**src/rtl/axil_interconnect_1x2.sv**
```systemverilog
// axil_interconnect_1x2
// Single-clock AXI4-Lite interconnect, one slave port (s00) to two master
// ports (m00, m01). Each transaction is routed by address decode. An address
// that hits no window, or hits a window whose direction is disconnected, is
// answered locally with DECERR (2'b11).
//
// Ports:
//   clk, rst               - sole clock (rising edge), async active-high reset
//   s00_axil_aw*/w*/b*     - slave write channels (from the upstream master)
//   s00_axil_ar*/r*        - slave read channels
//   mNN_axil_aw*/w*/b*     - master write channels toward target NN
//   mNN_axil_ar*/r*        - master read channels toward target NN
//
// Reads and writes are served by independent FSMs, each with one transaction
// in flight. Every output is driven straight from a register.
module axil_interconnect_1x2 #(
    parameter int unsigned            DATA_WIDTH        = 32,
    parameter int unsigned            ADDR_WIDTH        = 32,
    parameter int unsigned            STRB_WIDTH        = DATA_WIDTH/8,
    parameter logic [ADDR_WIDTH-1:0]  M00_BASE_ADDR     = '0,
    parameter int unsigned            M00_ADDR_WIDTH    = 24,
    parameter bit                     M00_CONNECT_READ  = 1'b1,
    parameter bit                     M00_CONNECT_WRITE = 1'b1,
    parameter logic [ADDR_WIDTH-1:0]  M01_BASE_ADDR     = ADDR_WIDTH'(32'h0100_0000),
    parameter int unsigned            M01_ADDR_WIDTH    = 24,
    parameter bit                     M01_CONNECT_READ  = 1'b1,
    parameter bit                     M01_CONNECT_WRITE = 1'b1
) (
    input  logic                  clk,
    input  logic                  rst,
    // s00 slave port
    input  logic [ADDR_WIDTH-1:0] s00_axil_awaddr,
    input  logic [2:0]            s00_axil_awprot,
    input  logic                  s00_axil_awvalid,
    output logic                  s00_axil_awready,
    input  logic [DATA_WIDTH-1:0] s00_axil_wdata,
    input  logic [STRB_WIDTH-1:0] s00_axil_wstrb,
    input  logic                  s00_axil_wvalid,
    output logic                  s00_axil_wready,
    output logic [1:0]            s00_axil_bresp,
    output logic                  s00_axil_bvalid,
    input  logic                  s00_axil_bready,
    input  logic [ADDR_WIDTH-1:0] s00_axil_araddr,
    input  logic [2:0]            s00_axil_arprot,
    input  logic                  s00_axil_arvalid,
    output logic                  s00_axil_arready,
    output logic [DATA_WIDTH-1:0] s00_axil_rdata,
    output logic [1:0]            s00_axil_rresp,
    output logic                  s00_axil_rvalid,
    input  logic                  s00_axil_rready,
    // m00 master port
    output logic [ADDR_WIDTH-1:0] m00_axil_awaddr,
    output logic [2:0]            m00_axil_awprot,
    output logic                  m00_axil_awvalid,
    input  logic                  m00_axil_awready,
    output logic [DATA_WIDTH-1:0] m00_axil_wdata,
    output logic [STRB_WIDTH-1:0] m00_axil_wstrb,
    output logic                  m00_axil_wvalid,
    input  logic                  m00_axil_wready,
    input  logic [1:0]            m00_axil_bresp,
    input  logic                  m00_axil_bvalid,
    output logic                  m00_axil_bready,
    output logic [ADDR_WIDTH-1:0] m00_axil_araddr,
    output logic [2:0]            m00_axil_arprot,
    output logic                  m00_axil_arvalid,
    input  logic                  m00_axil_arready,
    input  logic [DATA_WIDTH-1:0] m00_axil_rdata,
    input  logic [1:0]            m00_axil_rresp,
    input  logic                  m00_axil_rvalid,
    output logic                  m00_axil_rready,
    // m01 master port
    output logic [ADDR_WIDTH-1:0] m01_axil_awaddr,
    output logic [2:0]            m01_axil_awprot,
    output logic                  m01_axil_awvalid,
    input  logic                  m01_axil_awready,
    output logic [DATA_WIDTH-1:0] m01_axil_wdata,
    output logic [STRB_WIDTH-1:0] m01_axil_wstrb,
    output logic                  m01_axil_wvalid,
    input  logic                  m01_axil_wready,
    input  logic [1:0]            m01_axil_bresp,
    input  logic                  m01_axil_bvalid,
    output logic                  m01_axil_bready,
    output logic [ADDR_WIDTH-1:0] m01_axil_araddr,
    output logic [2:0]            m01_axil_arprot,
    output logic                  m01_axil_arvalid,
    input  logic                  m01_axil_arready,
    input  logic [DATA_WIDTH-1:0] m01_axil_rdata,
    input  logic [1:0]            m01_axil_rresp,
    input  logic                  m01_axil_rvalid,
    output logic                  m01_axil_rready
);

    typedef enum logic [1:0] {W_IDLE, W_ISSUE, W_WAIT, W_RESP} w_state_t;
    typedef enum logic [1:0] {R_IDLE, R_ISSUE, R_WAIT, R_RESP} r_state_t;

    // Result is {hit, select}; select 0 = m00, 1 = m01. m00 wins on overlap.
    function automatic logic [1:0] f_decode(input logic [ADDR_WIDTH-1:0] addr, input logic is_write);
        logic m0, m1;
        m0 = ((addr >> M00_ADDR_WIDTH) == (M00_BASE_ADDR >> M00_ADDR_WIDTH)) &&
             (is_write ? M00_CONNECT_WRITE : M00_CONNECT_READ);
        m1 = ((addr >> M01_ADDR_WIDTH) == (M01_BASE_ADDR >> M01_ADDR_WIDTH)) &&
             (is_write ? M01_CONNECT_WRITE : M01_CONNECT_READ);
        return {m0 | m1, ~m0 & m1};
    endfunction

    // ---------------- write path ----------------
    w_state_t              r_wstate;
    logic                  r_aw_held, r_w_held, r_wsel;
    logic [ADDR_WIDTH-1:0] r_awaddr;
    logic [2:0]            r_awprot;
    logic [DATA_WIDTH-1:0] r_wdata;
    logic [STRB_WIDTH-1:0] r_wstrb;
    logic                  r_s_awready, r_s_wready, r_s_bvalid;
    logic [1:0]            r_s_bresp;
    logic [1:0]            r_m_awvalid, r_m_wvalid, r_m_bready;

    logic                  w_aw_hs, w_w_hs, w_aw_have, w_w_have;
    logic [ADDR_WIDTH-1:0] w_aw_addr;
    logic [1:0]            w_wdec, w_m_awready, w_m_wready, w_m_bvalid, w_m_bresp;

    assign w_aw_hs     = s00_axil_awvalid & r_s_awready;
    assign w_w_hs      = s00_axil_wvalid & r_s_wready;
    assign w_aw_have   = r_aw_held | w_aw_hs;
    assign w_w_have    = r_w_held | w_w_hs;
    // Decode from the address being captured this edge if AW was not held yet.
    assign w_aw_addr   = r_aw_held ? r_awaddr : s00_axil_awaddr;
    assign w_wdec      = f_decode(w_aw_addr, 1'b1);
    assign w_m_awready = {m01_axil_awready, m00_axil_awready};
    assign w_m_wready  = {m01_axil_wready, m00_axil_wready};
    assign w_m_bvalid  = {m01_axil_bvalid, m00_axil_bvalid};
    assign w_m_bresp   = r_wsel ? m01_axil_bresp : m00_axil_bresp;

    always_ff @(posedge clk or posedge rst) begin
        if (rst) begin
            r_wstate    <= W_IDLE;
            r_aw_held   <= 1'b0;
            r_w_held    <= 1'b0;
            r_wsel      <= 1'b0;
            r_awaddr    <= '0;
            r_awprot    <= '0;
            r_wdata     <= '0;
            r_wstrb     <= '0;
            r_s_awready <= 1'b0;
            r_s_wready  <= 1'b0;
            r_s_bvalid  <= 1'b0;
            r_s_bresp   <= '0;
            r_m_awvalid <= '0;
            r_m_wvalid  <= '0;
            r_m_bready  <= '0;
        end else begin
            case (r_wstate)
                W_IDLE: begin
                    if (w_aw_hs) begin
                        r_awaddr <= s00_axil_awaddr;
                        r_awprot <= s00_axil_awprot;
                    end
                    if (w_w_hs) begin
                        r_wdata <= s00_axil_wdata;
                        r_wstrb <= s00_axil_wstrb;
                    end
                    if (w_aw_have && w_w_have) begin
                        r_aw_held   <= 1'b0;
                        r_w_held    <= 1'b0;
                        r_s_awready <= 1'b0;
                        r_s_wready  <= 1'b0;
                        if (w_wdec[1]) begin
                            r_wsel                <= w_wdec[0];
                            r_m_awvalid[w_wdec[0]] <= 1'b1;
                            r_m_wvalid[w_wdec[0]]  <= 1'b1;
                            r_wstate              <= W_ISSUE;
                        end else begin
                            r_s_bresp  <= 2'b11;
                            r_s_bvalid <= 1'b1;
                            r_wstate   <= W_RESP;
                        end
                    end else begin
                        r_aw_held   <= w_aw_have;
                        r_w_held    <= w_w_have;
                        r_s_awready <= ~w_aw_have;
                        r_s_wready  <= ~w_w_have;
                    end
                end
                W_ISSUE: begin
                    if (w_m_awready[r_wsel]) r_m_awvalid[r_wsel] <= 1'b0;
                    if (w_m_wready[r_wsel])  r_m_wvalid[r_wsel]  <= 1'b0;
                    if ((!r_m_awvalid[r_wsel] || w_m_awready[r_wsel]) &&
                        (!r_m_wvalid[r_wsel]  || w_m_wready[r_wsel])) begin
                        r_m_bready[r_wsel] <= 1'b1;
                        r_wstate           <= W_WAIT;
                    end
                end
                W_WAIT: begin
                    if (w_m_bvalid[r_wsel]) begin
                        r_s_bresp          <= w_m_bresp;
                        r_m_bready[r_wsel] <= 1'b0;
                        r_s_bvalid         <= 1'b1;
                        r_wstate           <= W_RESP;
                    end
                end
                W_RESP: begin
                    if (s00_axil_bready) begin
                        r_s_bvalid  <= 1'b0;
                        r_s_awready <= 1'b1;
                        r_s_wready  <= 1'b1;
                        r_wstate    <= W_IDLE;
                    end
                end
                default: r_wstate <= W_IDLE;
            endcase
        end
    end

    // ---------------- read path ----------------
    r_state_t              r_rstate;
    logic                  r_rsel;
    logic [ADDR_WIDTH-1:0] r_araddr;
    logic [2:0]            r_arprot;
    logic                  r_s_arready, r_s_rvalid;
    logic [DATA_WIDTH-1:0] r_s_rdata;
    logic [1:0]            r_s_rresp;
    logic [1:0]            r_m_arvalid, r_m_rready;

    logic                  w_ar_hs;
    logic [1:0]            w_rdec, w_m_arready, w_m_rvalid, w_m_rresp;
    logic [DATA_WIDTH-1:0] w_m_rdata;

    assign w_ar_hs     = s00_axil_arvalid & r_s_arready;
    assign w_rdec      = f_decode(s00_axil_araddr, 1'b0);
    assign w_m_arready = {m01_axil_arready, m00_axil_arready};
    assign w_m_rvalid  = {m01_axil_rvalid, m00_axil_rvalid};
    assign w_m_rresp   = r_rsel ? m01_axil_rresp : m00_axil_rresp;
    assign w_m_rdata   = r_rsel ? m01_axil_rdata : m00_axil_rdata;

    always_ff @(posedge clk or posedge rst) begin
        if (rst) begin
            r_rstate    <= R_IDLE;
            r_rsel      <= 1'b0;
            r_araddr    <= '0;
            r_arprot    <= '0;
            r_s_arready <= 1'b0;
            r_s_rvalid  <= 1'b0;
            r_s_rdata   <= '0;
            r_s_rresp   <= '0;
            r_m_arvalid <= '0;
            r_m_rready  <= '0;
        end else begin
            case (r_rstate)
                R_IDLE: begin
                    if (w_ar_hs) begin
                        r_araddr    <= s00_axil_araddr;
                        r_arprot    <= s00_axil_arprot;
                        r_s_arready <= 1'b0;
                        if (w_rdec[1]) begin
                            r_rsel                 <= w_rdec[0];
                            r_m_arvalid[w_rdec[0]] <= 1'b1;
                            r_rstate               <= R_ISSUE;
                        end else begin
                            r_s_rdata  <= '0;
                            r_s_rresp  <= 2'b11;
                            r_s_rvalid <= 1'b1;
                            r_rstate   <= R_RESP;
                        end
                    end else begin
                        r_s_arready <= 1'b1;
                    end
                end
                R_ISSUE: begin
                    if (w_m_arready[r_rsel]) begin
                        r_m_arvalid[r_rsel] <= 1'b0;
                        r_m_rready[r_rsel]  <= 1'b1;
                        r_rstate            <= R_WAIT;
                    end
                end
                R_WAIT: begin
                    if (w_m_rvalid[r_rsel]) begin
                        r_s_rdata          <= w_m_rdata;
                        r_s_rresp          <= w_m_rresp;
                        r_m_rready[r_rsel] <= 1'b0;
                        r_s_rvalid         <= 1'b1;
                        r_rstate           <= R_RESP;
                    end
                end
                R_RESP: begin
                    if (s00_axil_rready) begin
                        r_s_rvalid  <= 1'b0;
                        r_s_arready <= 1'b1;
                        r_rstate    <= R_IDLE;
                    end
                end
                default: r_rstate <= R_IDLE;
            endcase
        end
    end

    // ---------------- outputs ----------------
    assign s00_axil_awready = r_s_awready;
    assign s00_axil_wready  = r_s_wready;
    assign s00_axil_bresp   = r_s_bresp;
    assign s00_axil_bvalid  = r_s_bvalid;
    assign s00_axil_arready = r_s_arready;
    assign s00_axil_rdata   = r_s_rdata;
    assign s00_axil_rresp   = r_s_rresp;
    assign s00_axil_rvalid  = r_s_rvalid;

    // Payload is shared by both master ports; only the valids are steered.
    assign m00_axil_awaddr  = r_awaddr;
    assign m00_axil_awprot  = r_awprot;
    assign m00_axil_awvalid = r_m_awvalid[0];
    assign m00_axil_wdata   = r_wdata;
    assign m00_axil_wstrb   = r_wstrb;
    assign m00_axil_wvalid  = r_m_wvalid[0];
    assign m00_axil_bready  = r_m_bready[0];
    assign m00_axil_araddr  = r_araddr;
    assign m00_axil_arprot  = r_arprot;
    assign m00_axil_arvalid = r_m_arvalid[0];
    assign m00_axil_rready  = r_m_rready[0];

    assign m01_axil_awaddr  = r_awaddr;
    assign m01_axil_awprot  = r_awprot;
    assign m01_axil_awvalid = r_m_awvalid[1];
    assign m01_axil_wdata   = r_wdata;
    assign m01_axil_wstrb   = r_wstrb;
    assign m01_axil_wvalid  = r_m_wvalid[1];
    assign m01_axil_bready  = r_m_bready[1];
    assign m01_axil_araddr  = r_araddr;
    assign m01_axil_arprot  = r_arprot;
    assign m01_axil_arvalid = r_m_arvalid[1];
    assign m01_axil_rready  = r_m_rready[1];

endmodule

```
**config.mk**
```make
export PLATFORM = sky130hd
export DESIGN_NAME = axil_interconnect_1x2
export DESIGN_NICKNAME = d
export VERILOG_FILES = /design/src/rtl/axil_interconnect_1x2.sv
export SDC_FILE = /design/constraint.sdc
export NUM_CORES = 1
export LEC_CHECK = 0
export ABC_AREA = 1
export ABC_CLOCK_PERIOD_IN_PS = 12390
export BUFFER_PORTS_ARGS = -buffer_cell sky130_fd_sc_hd__buf_2
export CAP_MARGIN = 10
export CORE_AREA = 10 10 172 174
export DETAILED_ROUTE_END_ITERATION = 7
export DIE_AREA = 0 0 182 184
export MAX_ROUTING_LAYER = met4
export SYNTH_ARGS = -nofsm -noshare
export SYNTH_HDL_FRONTEND = slang
export SYNTH_SLANG_ARGS = --single-unit
```
**constraint.sdc**
```tcl
create_clock -name clk -period 12.39 [get_ports clk]
set_input_delay 1.8585 -clock clk [delete_from_list [all_inputs] [get_ports clk]]
set_output_delay 1.8585 -clock clk [all_outputs]
set_load 0.02 [all_outputs]
```
* Word level (Yosys, flattened, before mapping) *
Index checks and enable logic that the tools add are counted.

word-level totals
  memories = 0
  input port bits = 195
  memory bits (writable) = 0
  bits in read-only memories = 0
  bits in registers = 165
  latch bits = 0
  output and inout port bits = 263

operators by class
  reduce and logical (&&, ||, !) cells = 42
  $lt $le $gt $ge = 8
  mux-type cells = 88
  $mul = 0
  bitwise gates (word level) = 25
  equal/unequal tests = 22
  add/sub/neg operators = 0
  shift operators = 0
  divide/modulo/power cells = 0

operators by type and width
  cell                                                         number
  two-way mux 32 bit                                           5
  zero test 32 bit                                             2
  one-hot mux 32 bit (2 select lines)                          1
  two-way mux 2 bit                                            31
  two-way mux 1 bit                                            33
  != test 2 bit (second input constant)                        14
  one-hot mux 2 bit (2 select lines)                           7
  AND reduction 4 bit                                          7
  equality test 8 x 1 -> 1 bit (second input constant)         2
  one-hot mux 2 bit (4 select lines)                           2
  nonzero test 2 bit                                           8
  AND reduction 3 bit                                          4
  AND 2 bit                                                    5
  OR 2 bit                                                     5
  AND reduction 2 bit                                          5
  AND reduction 5 bit                                          2
  equality test 2 bit (second input constant)                  4
  less-than comparator 1 x 2 -> 1 bit (second input constant)  4
  logical AND 1 bit                                            6
  one-hot mux 1 bit (2 select lines)                           3
  one-hot mux 1 bit (3 select lines)                           2
  nonzero test 3 bit                                           2
  AND 1 bit                                                    5
  demux 1 bit (select 1 bit)                                   4
  other kinds (8)                                              22

* Logic depth before layout (Yosys ltp) *
Gate-level depths: netlist of the first run.

  depth in word-level cells = 12
  gate-level depth with buffers = 10
  depth with buffers taken out = 10

* Worst setup path before layout of the first run *
Ideal clock, no wire load.

  kind = input to register
  start point = in s00_axil_araddr[28]
  end point = reg r_s_rdata[0] (netlist: s00_axil_rdata[0])
  arrival time = 2,768 ps
  slack = 9,491 ps
  data required time = 12,260 ps
  stages on the path = 7
  buffers on the path = 1
  path through = inv_1 > nand2_1 > nor3_2 > nand3_1 > nand3_2 > clkbuf_1 > o21ai_1

between the ends
  longest elaborated chain between the ends = 4

RTL lines
  item                                                              line     text
  start, declared                                                   43       input logic [ADDR_WIDTH-1:0] s00_axil_araddr,
  zero test 32 bit or equality test 8 x 1 -> 1 bit (tied branches)  99, 101
  OR 1 bit (*)                                                      103      return {m0 | m1, ~m0 & m1};
  != test 2 bit (no line) (*)                                       --
  AND reduction 4 bit (no line) (*)                                 --
  end signal, assigned                                              276      r_s_rdata <= w_m_rdata;
  end, declared                                                     219      logic [DATA_WIDTH-1:0] r_s_rdata;

Mark *: on every way between the ends. The rest lies on a longest branch, timed or not.
A chain may end at the register's enable or synchronous reset.

==> results of run 1 <==
worst max-delay path by stage:
stage	from	cells past startpoint	endpoint
6_report	rst	3	m00_axil_awaddr[28]$_DFFE_PP0P_
5_1_grt	rst	3	m00_axil_awaddr[28]$_DFFE_PP0P_
4_1_cts	rst	3	m00_axil_awaddr[14]$_DFFE_PP0P_
3_5_place_dp	rst	3	m00_axil_awaddr[9]$_DFFE_PP0P_
3_3_place_gp	rst	3	m00_axil_awprot[1]$_DFFE_PP0P_
2_1_floorplan	rst	1	asynchronous set/reset pin
sequential cells by signal, indices dropped and copies added, names as in the netlist, 2 cells and up, named ones only:
register	cells
r_m_wvalid	2
m00_axil_wstrb	4
m00_axil_arprot	3
m00_axil_awprot	3
m00_axil_araddr	32
r_wstate	2
s00_axil_rresp	2
s00_axil_bresp	2
r_m_arvalid	2
s00_axil_rdata	32
m00_axil_wdata	32
r_rstate	2
m00_axil_awaddr	32
r_m_awvalid	2
area by class of cell:
class	count	area share (%)
Sequential cell	165	39.2
Inverter	52	1.90
Antenna cell	3	0.0713
Clock inverter	15	1.78
Multi-Input combinational cell	670	26.8
Tap cell	335	3.98
Clock buffer	17	4.04
Timing Repair Buffer	464	22.2
cells in the mapped netlist:
cell and number:
clkinv_1 2, o21ai_0 76, inv_2 4, nand3_1 15, o22ai_1 2, nand2_1 437
buf_6 3, buf_4 106, nor2_1 85, clkbuf_1 21, nand3_2 2, inv_1 46
or2_2 1, nand4_1 7, nor3_1 1, a21oi_1 6, o21ai_2 4, nor2_2 1
buf_2 12, o21bai_1 1, nand3b_1 1, and2_1 1, o21ai_1 18, a21boi_0 1
nor3_2 1, ha_1 9, and2_0 1, dfrtp_1 165, buf_1 4
routing by layer:
layer | vias to the layer above | global-route usage [%] | routed length [um]
met3 | 13 | 5.24 | 2240
met1 | 3366 | 19.5 | 11700
met4 | 0 | 3.77 | 330
met5 | - | - | 0
li1 | 3762 | - | -
met2 | 305 | 28.3 | 14200
per-stage QoR:
step / cell area, um^2 / hold slack [ns] / utilization [%] / worst slack, ns
after floorplan: 8130 / 0.470 / - / 6.07
after global placement: 9910 / 0.457 / 38.3 / 8.77
after detailed placement: 9910 / 0.457 / 38.3 / 8.73
after CTS: 10500 / 0.476 / 40.6 / 9.20
after global routing: 10500 / 0.503 / 40.7 / 9.00
final: 10500 / 0.473 / 40.7 / 9.31
power by group through the flow:
stage / clock, mW / sequential, mW / combinational, mW
after floorplan: 0 / 1.23 / 0.957
after global placement: 0 / 0.970 / 1.60
after detailed placement: 0 / 0.976 / 1.62
after CTS: 0.574 / 0.972 / 1.62
after global routing: 0.595 / 1.00 / 1.76
final: 0.553 / 0.969 / 1.59
logic make-up (layout without fill, tap and decap cells):
logic type,after synthesis,after routing,share of synthesized area [%]
compound gates,108,108,6.93
simple gates,553,553,26.4
flops,165,165,50.8
other cells,0,3,0
fa+ha+maj,9,9,1.39
buf+inv,198,548,14.5
worst max-delay path, stage by stage:
cell,delay (ns)
buf_2,0.12
inv_6,0.65
buf_4,0.76
==> impl_metrics.json, run 1 <==
{
  "rr_worst_depth": 7,
  "grt_use_total_pct": 16.9,
  "ys_seq_elements": 165,
  "pwr-share-comb_pct": 51.0,
  "routed_via_density": 4.33,
  "final_hold_viol_count": 0,
  "end_kind": "asynchronous set/reset pin",
  "final_common_cell": "buf_2",
  "synth_area_leader_cell": "dfrtp_1",
  "leakage_nw": 6.21,
  "io_buffers": 457,
  "setup_violations": 0,
  "hold_class": "register to register",
  "dp_hpwl_um": 22400,
  "r2r_start": "r_rstate[0]$_DFFE_PP0P_",
  "drt-initial-drc-count": 363,
  "clockRootBuffer": "clkbuf_16",
  "synthCells": 1033,
  "status": "completed",
  "tightest_slew_ns": 1.03,
  "period_share_pct": 24.9,
  "crit_type": "input port to asynchronous set/reset pin",
  "sw_frac_of_total_pct": 49.8,
  "fin_crit_ns": 3.08,
  "timing.fmax_mhz": 325,
  "required_ns": 12.84,
  "ys_seq_area_share_pct": 50.8,
  "multi_input_area_mm2": 0.00283,
  "drive_gt1_share_pct": 37.0,
  "grt_antenna_before_repair": 3,
  "power.internal_mw": 1.56,
  "max-slew-margin-rel_pct": 30.7,
  "num_rows": 59,
  "synthToLayoutAreaGrowth_pct": 29.6,
  "final_cell_mix": "buf_2 (457), nand2_1 (437), dfrtp_1 (165), nor2_1 (83), o21ai_0 (76)",
  "nets": 1574,
  "rsz0062_at_grt": "false",
  "syn_area_per_cell_um2": 7.87,
  "synth_area_leaders": "dfrtp_1 (51%), nand2_1 (20%), buf_4 (9.8%)",
  "postCtsSetupRepairBufs": 0,
  "seqPwrFrac_pct": 31.2,
  "synth.distinct_cells": 29,
  "die_h_um": 184,
  "fp.dieW_um": 182,
  "drt_pass1_iterations": 5,
  "min-delay-start": "s00_axil_bvalid$_DFFE_PP0P_",
  "clk_latency_ns": 0.42,
  "vdd_drop_max_v": 0.000150,
  "core_region_area_mm2": 0.0259,
  "die_area_mm2": 0.0335,
  "via_count": 7446,
  "layoutNonFillerInstCount": 1721,
  "numCtsBuffers": 17,
  "clk_pin_slew_worst_paths_ns": 0.08,
  "arrival_ns": 3.53,
  "cts_resized": 0,
  "drc": 0,
  "cts_tree": "yes",
  "seqCellArea_mm2": 0.00413,
  "critPathMaxFanout": 106,
  "synth_top_area_share_pct": 50.8,
  "powerDensity_mw_per_mm2": 295,
  "net-switching-power_mw": 1.55,
  "grt_max_degree": 107,
  "syn_nets": 1237,
  "power.share.clock_pct": 17.8,
  "first_global_vias": 7918,
  "hold-path-cell-count": 2,
  "routedWlPerCell_um": 16.6,
  "grt_pass1_wl_um": 44200,
  "drv_slew": 0,
  "gp_congestion": 0.844,
  "min_to": "s00_axil_bvalid$_DFFE_PP0P_",
  "rrSetupSlack_ns": 9.62,
  "clk_path_buf_depth": 2,
  "wl_um": 28500,
  "fin_skew_ns": 0.00939,
  "yosysWarnings": 0,
  "drv_cap": 0,
  "initial_core_util_pct": 31.4,
  "htreeDepth": 4,
  "finalPower_mw": 3.11,
  "antenna_left": 0,
  "fill_cells": 2756,
  "holdBufCountCts": 0,
  "final.setup.tns_ns": 0,
  "critPathLaunchType": "input port",
  "cts.sinks": 165,
  "grt_overflow_total": 0,
  "io_pins": 458,
  "dp.cells": 1686,
  "syn_area_mm2": 0.00813,
  "r2r_end": "s00_axil_rdata[26]$_DFFE_PP0P_"
}
Power figures use the tool's default switching activity.
==> run 2: changes to the inputs <==
--- a/config.mk
+++ b/config.mk
@@ -6,7 +6,7 @@
 export NUM_CORES = 1
 export LEC_CHECK = 0
 export ABC_AREA = 1
-export ABC_CLOCK_PERIOD_IN_PS = 12390
+export ABC_CLOCK_PERIOD_IN_PS = 2700
 export BUFFER_PORTS_ARGS = -buffer_cell sky130_fd_sc_hd__buf_2
 export CAP_MARGIN = 10
 export CORE_AREA = 10 10 172 174
==> constraint.sdc (replaced) <==
create_clock -name clk -period 2.7 [get_ports clk]
set_input_delay 0.405 -clock clk [delete_from_list [all_inputs] [get_ports clk]]
set_output_delay 0.405 -clock clk [all_outputs]
set_load 0.02 [all_outputs]
==> impl_metrics.json, run 2 (synthesized netlist as in run 1, its figures left out) <==
{
  "critPathMaxFanout": 43,
  "required_ns": 2.99,
  "rr_worst_depth": 9,
  "gp_congestion": 0.839,
  "powerDensity_mw_per_mm2": 1350,
  "grt_max_degree": 103,
  "htreeDepth": 4,
  "net-switching-power_mw": 6.98,
  "design_area_mm2": 0.0106,
  "fin_crit_ns": 1.98,
  "placed_area_mm2": 0.0100,
  "finalPower_mw": 14.3,
  "final_common_cell": "buf_2",
  "numCtsBuffers": 17,
  "clk_pin_slew_worst_paths_ns": 0.07,
  "final.setup.tns_ns": 0,
  "power.internal_mw": 7.30,
  "power.share.clock_pct": 17.4,
  "die_area_mm2": 0.0335,
  "dp_hpwl_um": 22700,
  "drive_gt1_share_pct": 37.2,
  "status": "completed",
  "num_rows": 59,
  "grt_overflow_total": 0,
  "drt-initial-drc-count": 351,
  "pwr-share-comb_pct": 51.6,
  "clk_latency_ns": 0.42,
  "fp.dieW_um": 182,
  "cts_resized": 0,
  "wl_um": 28600,
  "grt_antenna_before_repair": 1,
  "critPathLaunchType": "register",
  "die_h_um": 184,
  "end_kind": "register",
  "first_global_vias": 7775,
  "leakage_nw": 6.23,
  "postCtsSetupRepairBufs": 0,
  "clockRootBuffer": "clkbuf_16",
  "clk_path_buf_depth": 2,
  "grt_use_total_pct": 16.8,
  "drt_pass1_iterations": 7,
  "io_buffers": 457,
  "drv_slew": 0,
  "vdd_drop_max_v": 0.000650,
  "drv_cap": 0,
  "arrival_ns": 2.27,
  "via_count": 7516,
  "seqPwrFrac_pct": 31.1,
  "fin_skew_ns": 0.0130,
  "core_region_area_mm2": 0.0259,
  "io_pins": 458,
  "grt_pass1_wl_um": 43900,
  "r2r_start": "r_rstate[0]$_DFFE_PP0P_",
  "startpoint": "r_rstate[0]$_DFFE_PP0P_",
  "drc": 0,
  "sw_frac_of_total_pct": 48.9,
  "holdBufCountCts": 0,
  "rsz0062_at_grt": "false",
  "synthToLayoutAreaGrowth_pct": 30.2,
  "nets": 1580,
  "initial_core_util_pct": 31.4,
  "max-slew-margin-rel_pct": 43.7,
  "setup_slack_ns": 0.718,
  "final_hold_viol_count": 0,
  "cts.sinks": 165,
  "post-place-ws_ns": 0.744,
  "setup_violations": 0,
  "final_cell_mix": "buf_2 (457), nand2_1 (437), dfrtp_1 (165), nor2_1 (83), o21ai_0 (76)",
  "antenna_left": 0,
  "timing.fmax_mhz": 504,
  "routedWlPerCell_um": 16.6,
  "cts_tree": "yes",
  "period_share_pct": 73.4,
  "routed_via_density": 4.36,
  "crit_type": "register to register",
  "hold_class": "input port to asynchronous set/reset pin",
  "tightest_slew_ns": 0.845
}
run 2: cell type report:
type | instances | area [um^2]
multi-input cells | 670 | 2830
fillers | 2710 | 15300
clock buffers | 19 | 443
inverters | 52 | 199
clock inverters | 12 | 145
flip-flops and latches | 165 | 4130
diodes | 1 | 2.50
repair buffers | 470 | 2420
well taps | 335 | 419
run 2: power groups by stage:
stage | sequential, mW | combinational [mW] | clock (mW)
after floorplan | 5.63 | 4.39 | 0
after global placement | 4.44 | 7.45 | 0
after detailed placement | 4.47 | 7.53 | 0
after CTS | 4.45 | 7.53 | 2.56
after global routing | 4.60 | 8.14 | 2.66
final | 4.43 | 7.37 | 2.48
run 2: path summary, 6_finish.rpt:
path | to | slack [ns]
hold / removal | m00_axil_wdata[6]$_DFFE_PP0P_ | 0.16
min in group clk | m00_axil_arprot[2]$_DFFE_PP0P_ | 0.18
setup reg to reg | s00_axil_rdata[21]$_DFFE_PP0P_ | 0.72
max in group asynchronous | m00_axil_awaddr[11]$_DFFE_PP0P_ | 1.85
hold reg to reg | register | 0.47
setup / recovery | s00_axil_rdata[21]$_DFFE_PP0P_ | 0.72
run 2: stage by stage:
step	hold WS [ns]	util, %	instances
floorplan	0.470	-	1033
global placement	0.458	38.6	1692
detailed placement	0.461	38.6	1692
CTS	0.151	40.8	1723
global route	0.161	40.9	1724
finish	0.163	40.9	1724
run 2: worst max-delay path, stage by stage, from the launching register on:
cell	delay (ns)
dfrtp_1	0.40
inv_1	0.10
ha_1	0.30
nand3_2	0.13
inv_2	0.04
nor2_1	0.12
nand3_2	0.30
buf_12	0.30
nand2_1	0.07
o21ai_0	0.08
run 2: per-layer routing:
| metal | wire (um) | global-route usage, % | vias to the layer above |
|---|---|---|---|
| met1 | 11700 | 19.1 | 3394 |
| li1 | - | - | 3779 |
| met3 | 2050 | 4.80 | 24 |
| met4 | 457 | 4.65 | 0 |
| met5 | 0 | - | - |
| met2 | 14400 | 28.5 | 319 |
